[config.mk]
export PLATFORM = sky130hd
export DESIGN_NAME = branch_sequencer
export DESIGN_NICKNAME = d
export VERILOG_FILES = /design/src/rtl/branch_sequencer.sv
export SDC_FILE = /design/constraint.sdc
export NUM_CORES = 1
export LEC_CHECK = 0
export ABC_AREA = 1
export BUFFER_PORTS_ARGS = -buffer_cell sky130_fd_sc_hd__buf_2
export CAP_MARGIN = 20
export CORE_UTILIZATION = 55
export DETAILED_ROUTE_END_ITERATION = 12
export GPL_TIMING_DRIVEN = 1
export PLACE_DENSITY = 0.83
export SETUP_SLACK_MARGIN = 0.2
export SLEW_MARGIN = 20
export SYNTH_ARGS = -nofsm -noshare
export SYNTH_HDL_FRONTEND = slang
export SYNTH_SLANG_ARGS = --single-unit
[constraint.sdc]
create_clock -name clk_i -period 4.4 [get_ports clk_i]
set_input_delay 0 -clock clk_i [delete_from_list [all_inputs] [get_ports clk_i]]
set_output_delay 0 -clock clk_i [all_outputs]
set_load 0.03 [all_outputs]
[src/rtl/branch_sequencer.sv]
// branch_sequencer: decodes JCN/JUN/JMS/ISZ/JIN/BBL over the 8-phase frame and drives PC/stack/reg/ACC strobes.
// Define BRSEQ_STACK_TRACK_EN to enable the return-stack depth tracker and sticky stackErr.
module branch_sequencer #(
  parameter int STACK_DEPTH = 3
) (
  input  logic        clk_i,
  input  logic        rstN_i,
  input  logic [2:0]  cycle_i,
  input  logic [3:0]  romData_i,
  input  logic [11:0] pcAddr_i,
  input  logic        testFlag_i,
  input  logic        carryFlag_i,
  input  logic        accZero_i,
  input  logic [3:0]  regDout_i,
  input  logic [7:0]  pairDout_i,
  input  logic [11:0] stackPcOut_i,
  output logic        pcLoad_o,
  output logic [11:0] pcNew_o,
  output logic        stackPush_o,
  output logic [11:0] stackPushAddr_o,
  output logic        stackPop_o,
  output logic        regIncWe_o,
  output logic [3:0]  regIncAddr_o,
  output logic [3:0]  regIncData_o,
  output logic        accLoadWe_o,
  output logic [3:0]  accLoadData_o,
  output logic        secondWord_o,
  output logic        stackErr_o
);

  typedef enum logic {FIRST = 1'b0, SECOND = 1'b1} state_t;

  localparam logic [3:0] OP_JCN = 4'b0001;
  localparam logic [3:0] OP_JIN = 4'b0011;
  localparam logic [3:0] OP_JUN = 4'b0100;
  localparam logic [3:0] OP_JMS = 4'b0101;
  localparam logic [3:0] OP_ISZ = 4'b0111;
  localparam logic [3:0] OP_BBL = 4'b1100;

  state_t      state_q;
  logic        synced_q;
  logic [3:0]  opr1_q, opa1_q, cmd_q;
  logic [7:0]  addr8_q;
  logic [11:0] word_addr_q;
  logic        pc_load_q, stack_push_q, stack_pop_q, reg_inc_we_q, acc_load_we_q, second_word_q;
  logic [11:0] pc_new_q, stack_push_addr_q;
  logic [3:0]  reg_inc_addr_q, reg_inc_data_q, acc_load_data_q;

  logic [11:0] word_addr_inc;
  logic [11:0] near_target, far_target;
  logic        jcn_jump, two_word;

  assign word_addr_inc = word_addr_q + 12'd1;
  assign near_target   = {word_addr_inc[11:8], addr8_q};
  assign far_target    = {opa1_q, addr8_q};
  assign jcn_jump      = opa1_q[3] ^ ((opa1_q[2] & accZero_i) | (opa1_q[1] & carryFlag_i) |
                                      (opa1_q[0] & ~testFlag_i));
  assign two_word      = opr1_q inside {OP_JCN, OP_JUN, OP_JMS, OP_ISZ};

  // synced_q stays low until a frame is seen from cycle 0, so a frame cut by reset never acts.
  always_ff @(posedge clk_i or negedge rstN_i) begin
    if (!rstN_i) begin
      state_q           <= FIRST;
      synced_q          <= 1'b0;
      opr1_q            <= 4'd0;
      opa1_q            <= 4'd0;
      cmd_q             <= 4'd0;
      addr8_q           <= 8'd0;
      word_addr_q       <= 12'd0;
      pc_load_q         <= 1'b0;
      stack_push_q      <= 1'b0;
      stack_pop_q       <= 1'b0;
      reg_inc_we_q      <= 1'b0;
      acc_load_we_q     <= 1'b0;
      second_word_q     <= 1'b0;
      pc_new_q          <= 12'd0;
      stack_push_addr_q <= 12'd0;
      reg_inc_addr_q    <= 4'd0;
      reg_inc_data_q    <= 4'd0;
      acc_load_data_q   <= 4'd0;
    end else begin
      pc_load_q     <= 1'b0;
      stack_push_q  <= 1'b0;
      stack_pop_q   <= 1'b0;
      reg_inc_we_q  <= 1'b0;
      acc_load_we_q <= 1'b0;
      case (cycle_i)
        3'd0: begin
          word_addr_q <= pcAddr_i;
          synced_q    <= 1'b1;
        end
        3'd3: begin
          if (state_q == FIRST) opr1_q <= romData_i;
          else                  addr8_q[7:4] <= romData_i;
        end
        3'd4: begin
          if (state_q == FIRST) opa1_q <= romData_i;
          else                  addr8_q[3:0] <= romData_i;
        end
        3'd5: begin
          if (synced_q && state_q == SECOND && cmd_q == OP_ISZ) begin
            reg_inc_we_q   <= 1'b1;
            reg_inc_addr_q <= opa1_q;
            reg_inc_data_q <= regDout_i + 4'd1;
          end
        end
        3'd6: begin
          if (synced_q) begin
            if (state_q == SECOND) begin
              case (cmd_q)
                OP_JUN: begin
                  pc_load_q <= 1'b1;
                  pc_new_q  <= far_target;
                end
                OP_JMS: begin
                  pc_load_q         <= 1'b1;
                  pc_new_q          <= far_target;
                  stack_push_q      <= 1'b1;
                  stack_push_addr_q <= word_addr_inc;
                end
                OP_JCN: begin
                  if (jcn_jump) begin
                    pc_load_q <= 1'b1;
                    pc_new_q  <= near_target;
                  end
                end
                OP_ISZ: begin
                  if (reg_inc_data_q != 4'd0) begin
                    pc_load_q <= 1'b1;
                    pc_new_q  <= near_target;
                  end
                end
                default: ;
              endcase
            end else if (opr1_q == OP_JIN && opa1_q[0]) begin
              pc_load_q <= 1'b1;
              pc_new_q  <= {word_addr_inc[11:8], pairDout_i};
            end else if (opr1_q == OP_BBL) begin
              pc_load_q       <= 1'b1;
              pc_new_q        <= stackPcOut_i;
              stack_pop_q     <= 1'b1;
              acc_load_we_q   <= 1'b1;
              acc_load_data_q <= opa1_q;
            end
          end
        end
        3'd7: begin
          if (state_q == SECOND) begin
            state_q       <= FIRST;
            second_word_q <= 1'b0;
          end else if (synced_q && two_word) begin
            state_q       <= SECOND;
            cmd_q         <= opr1_q;
            second_word_q <= 1'b1;
          end
        end
        default: ;
      endcase
    end
  end

  assign pcLoad_o        = pc_load_q;
  assign pcNew_o         = pc_new_q;
  assign stackPush_o     = stack_push_q;
  assign stackPushAddr_o = stack_push_addr_q;
  assign stackPop_o      = stack_pop_q;
  assign regIncWe_o      = reg_inc_we_q;
  assign regIncAddr_o    = reg_inc_addr_q;
  assign regIncData_o    = reg_inc_data_q;
  assign accLoadWe_o     = acc_load_we_q;
  assign accLoadData_o   = acc_load_data_q;
  assign secondWord_o    = second_word_q;

`ifdef BRSEQ_STACK_TRACK_EN
  localparam int DW = $clog2(STACK_DEPTH + 1);

  logic [DW-1:0] depth_q;
  logic          stack_err_q;
  logic          jms_fire, bbl_fire;

  assign jms_fire = synced_q && cycle_i == 3'd6 && state_q == SECOND && cmd_q == OP_JMS;
  assign bbl_fire = synced_q && cycle_i == 3'd6 && state_q == FIRST && opr1_q == OP_BBL;

  // Counter saturates; the strobes themselves are never suppressed.
  always_ff @(posedge clk_i or negedge rstN_i) begin
    if (!rstN_i) begin
      depth_q     <= '0;
      stack_err_q <= 1'b0;
    end else if (jms_fire) begin
      if (depth_q == DW'(STACK_DEPTH)) stack_err_q <= 1'b1;
      else                             depth_q <= depth_q + DW'(1);
    end else if (bbl_fire) begin
      if (depth_q == '0) stack_err_q <= 1'b1;
      else               depth_q <= depth_q - DW'(1);
    end
  end

  assign stackErr_o = stack_err_q;
`else
  // Depth only matters with the tracker; this keeps the parameter referenced and is always 0.
  assign stackErr_o = (STACK_DEPTH < 0);
`endif

endmodule

==> out/summary.txt <==
Clk pin slew, worst setup/hold paths = 0.08 ns
WL per Instance = 14.3 um
combinational power share = 0.352
Leakage = 0.00240 uW
DR vias/cell = 5.24
Setup-failing EPs final = 0
mux cell area share after synthesis = 0.0194
Worst-Skew Late Latency = 0.36 ns
die area = 6670 sq um
# fillers = 463
Worst Tran Pin Value = 0.917 ns
cell row count = 28
VDD IR max = 0.361 mV
grt ovf = 0
Crit Path Max Fanout = 19
Worst Hold Slack = 0.00297 ns
routed vias = 3223
period utilization = 0.534
register area = 1880 sq um
RSZ-0062 raised after global routing = false
Layout area overhead = 26.7%
mapped cell area = 3490 sq um
top-area cell type share of the netlist area = 0.538
Async SR Flop Fraction = 1.00
Clock Sinks = 75
post-synthesis net count = 469
placed instance area = 3970 sq um
cell area after layout = 4420 sq um
power share of the clock group = 0.215
P_int = 1430 uW
most common cell in the synthesized netlist = nand2_1
first-pass GRT wire length = 13.6 mm
achievable clock frequency = 426 MHz
synthesis-stage register bit count = 75
Commonest cells post-synth = 129 x nand2_1, 75 x dfrtp_1, 46 x nor2_1, 34 x inv_1, 29 x o21ai_0
ranking of synthesized cells by area = dfrtp_1 54%, nand2_1 14%, nor2_1 4.9%, o21ai_0 4.2%, inv_1 3.7%
1st-iter DRT viols = 232
Final ANT Viol Nets = 0
RD Place Congestion = 0.869
Crit Path Class = flip-flop to flip-flop
total power = 2450 uW
DRC = 0
PD cells = 554 nW/um^2
Root Driver = clkbuf_8
Core ar. = 6030 sq um
io pins = 91
Yosys top cell by area = dfrtp_1
setup TNS = 0 ns
CP arrival = 2.65 ns
part of the power in registers = 0.433
Hold Crit Class = primary input to flip-flop
Switching Share = 0.417
H-tree levels = 3
Yosys Warn Count = 0
CP required = 4.70 ns
post-layout minimum cycle time = 2.35 ns
placed wire-length estimate = 6.10 mm
drt pass-1 iters = 6
Layout Nets = 585
largest family of logic cells by synthesized area = simple AND/OR/NAND/NOR gates
GRT Util Overall = 0.283
Max Buffers Root-to-Sink = 2
largest net degree at the start of global routing = 76
max_cap viols = 0
Die X = 81.6 um
CP delay by family, top = simple AND/OR/NAND/NOR gates
register area share after synthesis = 0.538
simple-gate share of the synthesized area = 0.273
number of buffers created by CTS = 9
Hold Vio Cnt, Final = 0
Max Slew Vio Count = 0
port buffer count = 89
slowest CP cell = dfrtp_1
crit path launch type = flip-flop
DRT Wirelength = 8.82 mm
Initial Util = 0.579
most used cell, CP = nand2_1
# Post-CTS Setup Buffers = 0
Post-Synth Adder-Cell Area = 0.00717
Syn Area/Cell = 8.33 sq um
area of the multi-input gates = 1400 sq um
Clock Skew = 0.00869 ns
post-synthesis cell count = 419
CTS tree = done
Synth Area in Compound Gates = 0.0872
slowest stage delay, CP = 0.72 ns
antenna violations before repair = 0
Slew headroom = 0.389
WP buf/inv = 2
Unique masters post-synth = 28
Post-synth EDFFs = 0
vias in the first global route = 2893
worst-path cell chain = inv_1, nand2_2, nor2_1, nor2_2, nand2_1, inv_2, nand2_1, nand2_1
Die Y = 81.6 um
Post-Synth XOR/XNOR Area = 0.0151
share of cells above drive strength 1 = 0.228
switching power = 1020 uW
prevailing post-synth register cell = dfrtp_1
status = completed
CP Capture Type = flip-flop
Ant. Diodes = 0
[logic make-up (layout without fill, tap and decap cells)]
family / after synthesis / after routing
xor+xnor: 6 / 6
flops: 75 / 75
compound gates: 58 / 58
mux: 6 / 6
simple gates: 223 / 223
other cells: 1 / 1
fa+ha+maj: 2 / 2
buf+inv: 48 / 169
[power by group through the flow]
stage	Clock (uW)	Combinational [uW]	Sequential, uW
floorplan	0	459	1190
global placement	0	810	1060
detailed placement	0	840	1060
CTS	528	860	1050
global route	562	958	1080
finish	527	862	1060
[sequential cells by signal (all words and copies together) (netlist names), 8 cells and up]
register         cells
word_addr_q         12
addr8_q              8
stackPushAddr_o     12
pcNew_o             12
[routing by layer]
| layer | track usage | vias to the layer above | share of wire |
|---|---|---|---|
| met2 | 0.445 | 109 | 0.48 |
| met4 | 0.118 | 0 | 0.019 |
| met3 | 0.0689 | 17 | 0.061 |
| li1 | - | 1586 | - |
| met1 | 0.376 | 1511 | 0.44 |
| met5 | 0 | - | 0 |
[cells in the final DEF (no fill, tap or decap), types with 3 or more instances in the layout]
cell type,instances
xnor2_1,3
nand4_1,5
a31oi_1,3
inv_2,3
a21oi_1,11
mux2_2,6
nor2_1,46
nand2_1,129
buf_2,89
o21ai_1,8
o21ai_0,29
inv_1,34
dlygate4sd3_1,26
clkinv_2,3
xor2_1,3
clkbuf_8,9
o22ai_1,6
dfrtp_1,75
nand3_1,20
nor3_1,14
[layout make-up]
cell class	instances	share of cell area
Multi-Input combinational cell	296	0.318
Tap cell	75	0.0212
Inverter	37	0.0314
Clock inverter	7	0.0156
Clock buffer	9	0.0280
Sequential cell	75	0.425
Timing Repair Buffer	116	0.161
[metrics by stage]
stage	std cells	setup WS, ns	util
floorplan	419	2.97	-
global placement	573	2.27	0.658
detailed placement	573	2.12	0.658
CTS	615	2.09	0.733
global route	615	1.81	0.733
finish	615	2.05	0.733
[what timing repair did]
| action | CTS | global route |
|---|---|---|
| resized for setup | 0 | 0 |
| hold buffers | 26 | 0 |
| endpoints found under the hold margin | 107 | 0 |
[worst reg2reg max path, cell delays in order (launching register included)]
cell     delay [ns]
dfrtp_1        0.72
inv_1          0.35
nand2_2        0.29
nor2_1         0.08
nor2_2         0.11
nand2_1        0.27
inv_2          0.29
nand2_1        0.11
nand2_1        0.06
[path summary, 6_finish.rpt]
kind | end | slack, ns | depth (start not counted) | startpoint
setup reg to reg | pcNew_o[10] | 2.05 | 8 | state_q
setup / recovery | pcNew_o[10] | 2.05 | 8 | state_q
hold / removal | pcNew_o[6] | 0.003 | 5 | pairDout_i[6]
min in group asynchronous | regIncWe_o | 0.39 | 3 | rstN_i
hold reg to reg | stackPushAddr_o[1] | 0.48 | 2 | stackPushAddr_o[1]
max in group asynchronous | pcNew_o[1] | 3.43 | 3 | rstN_i
(Power assumes the default switching activity.)
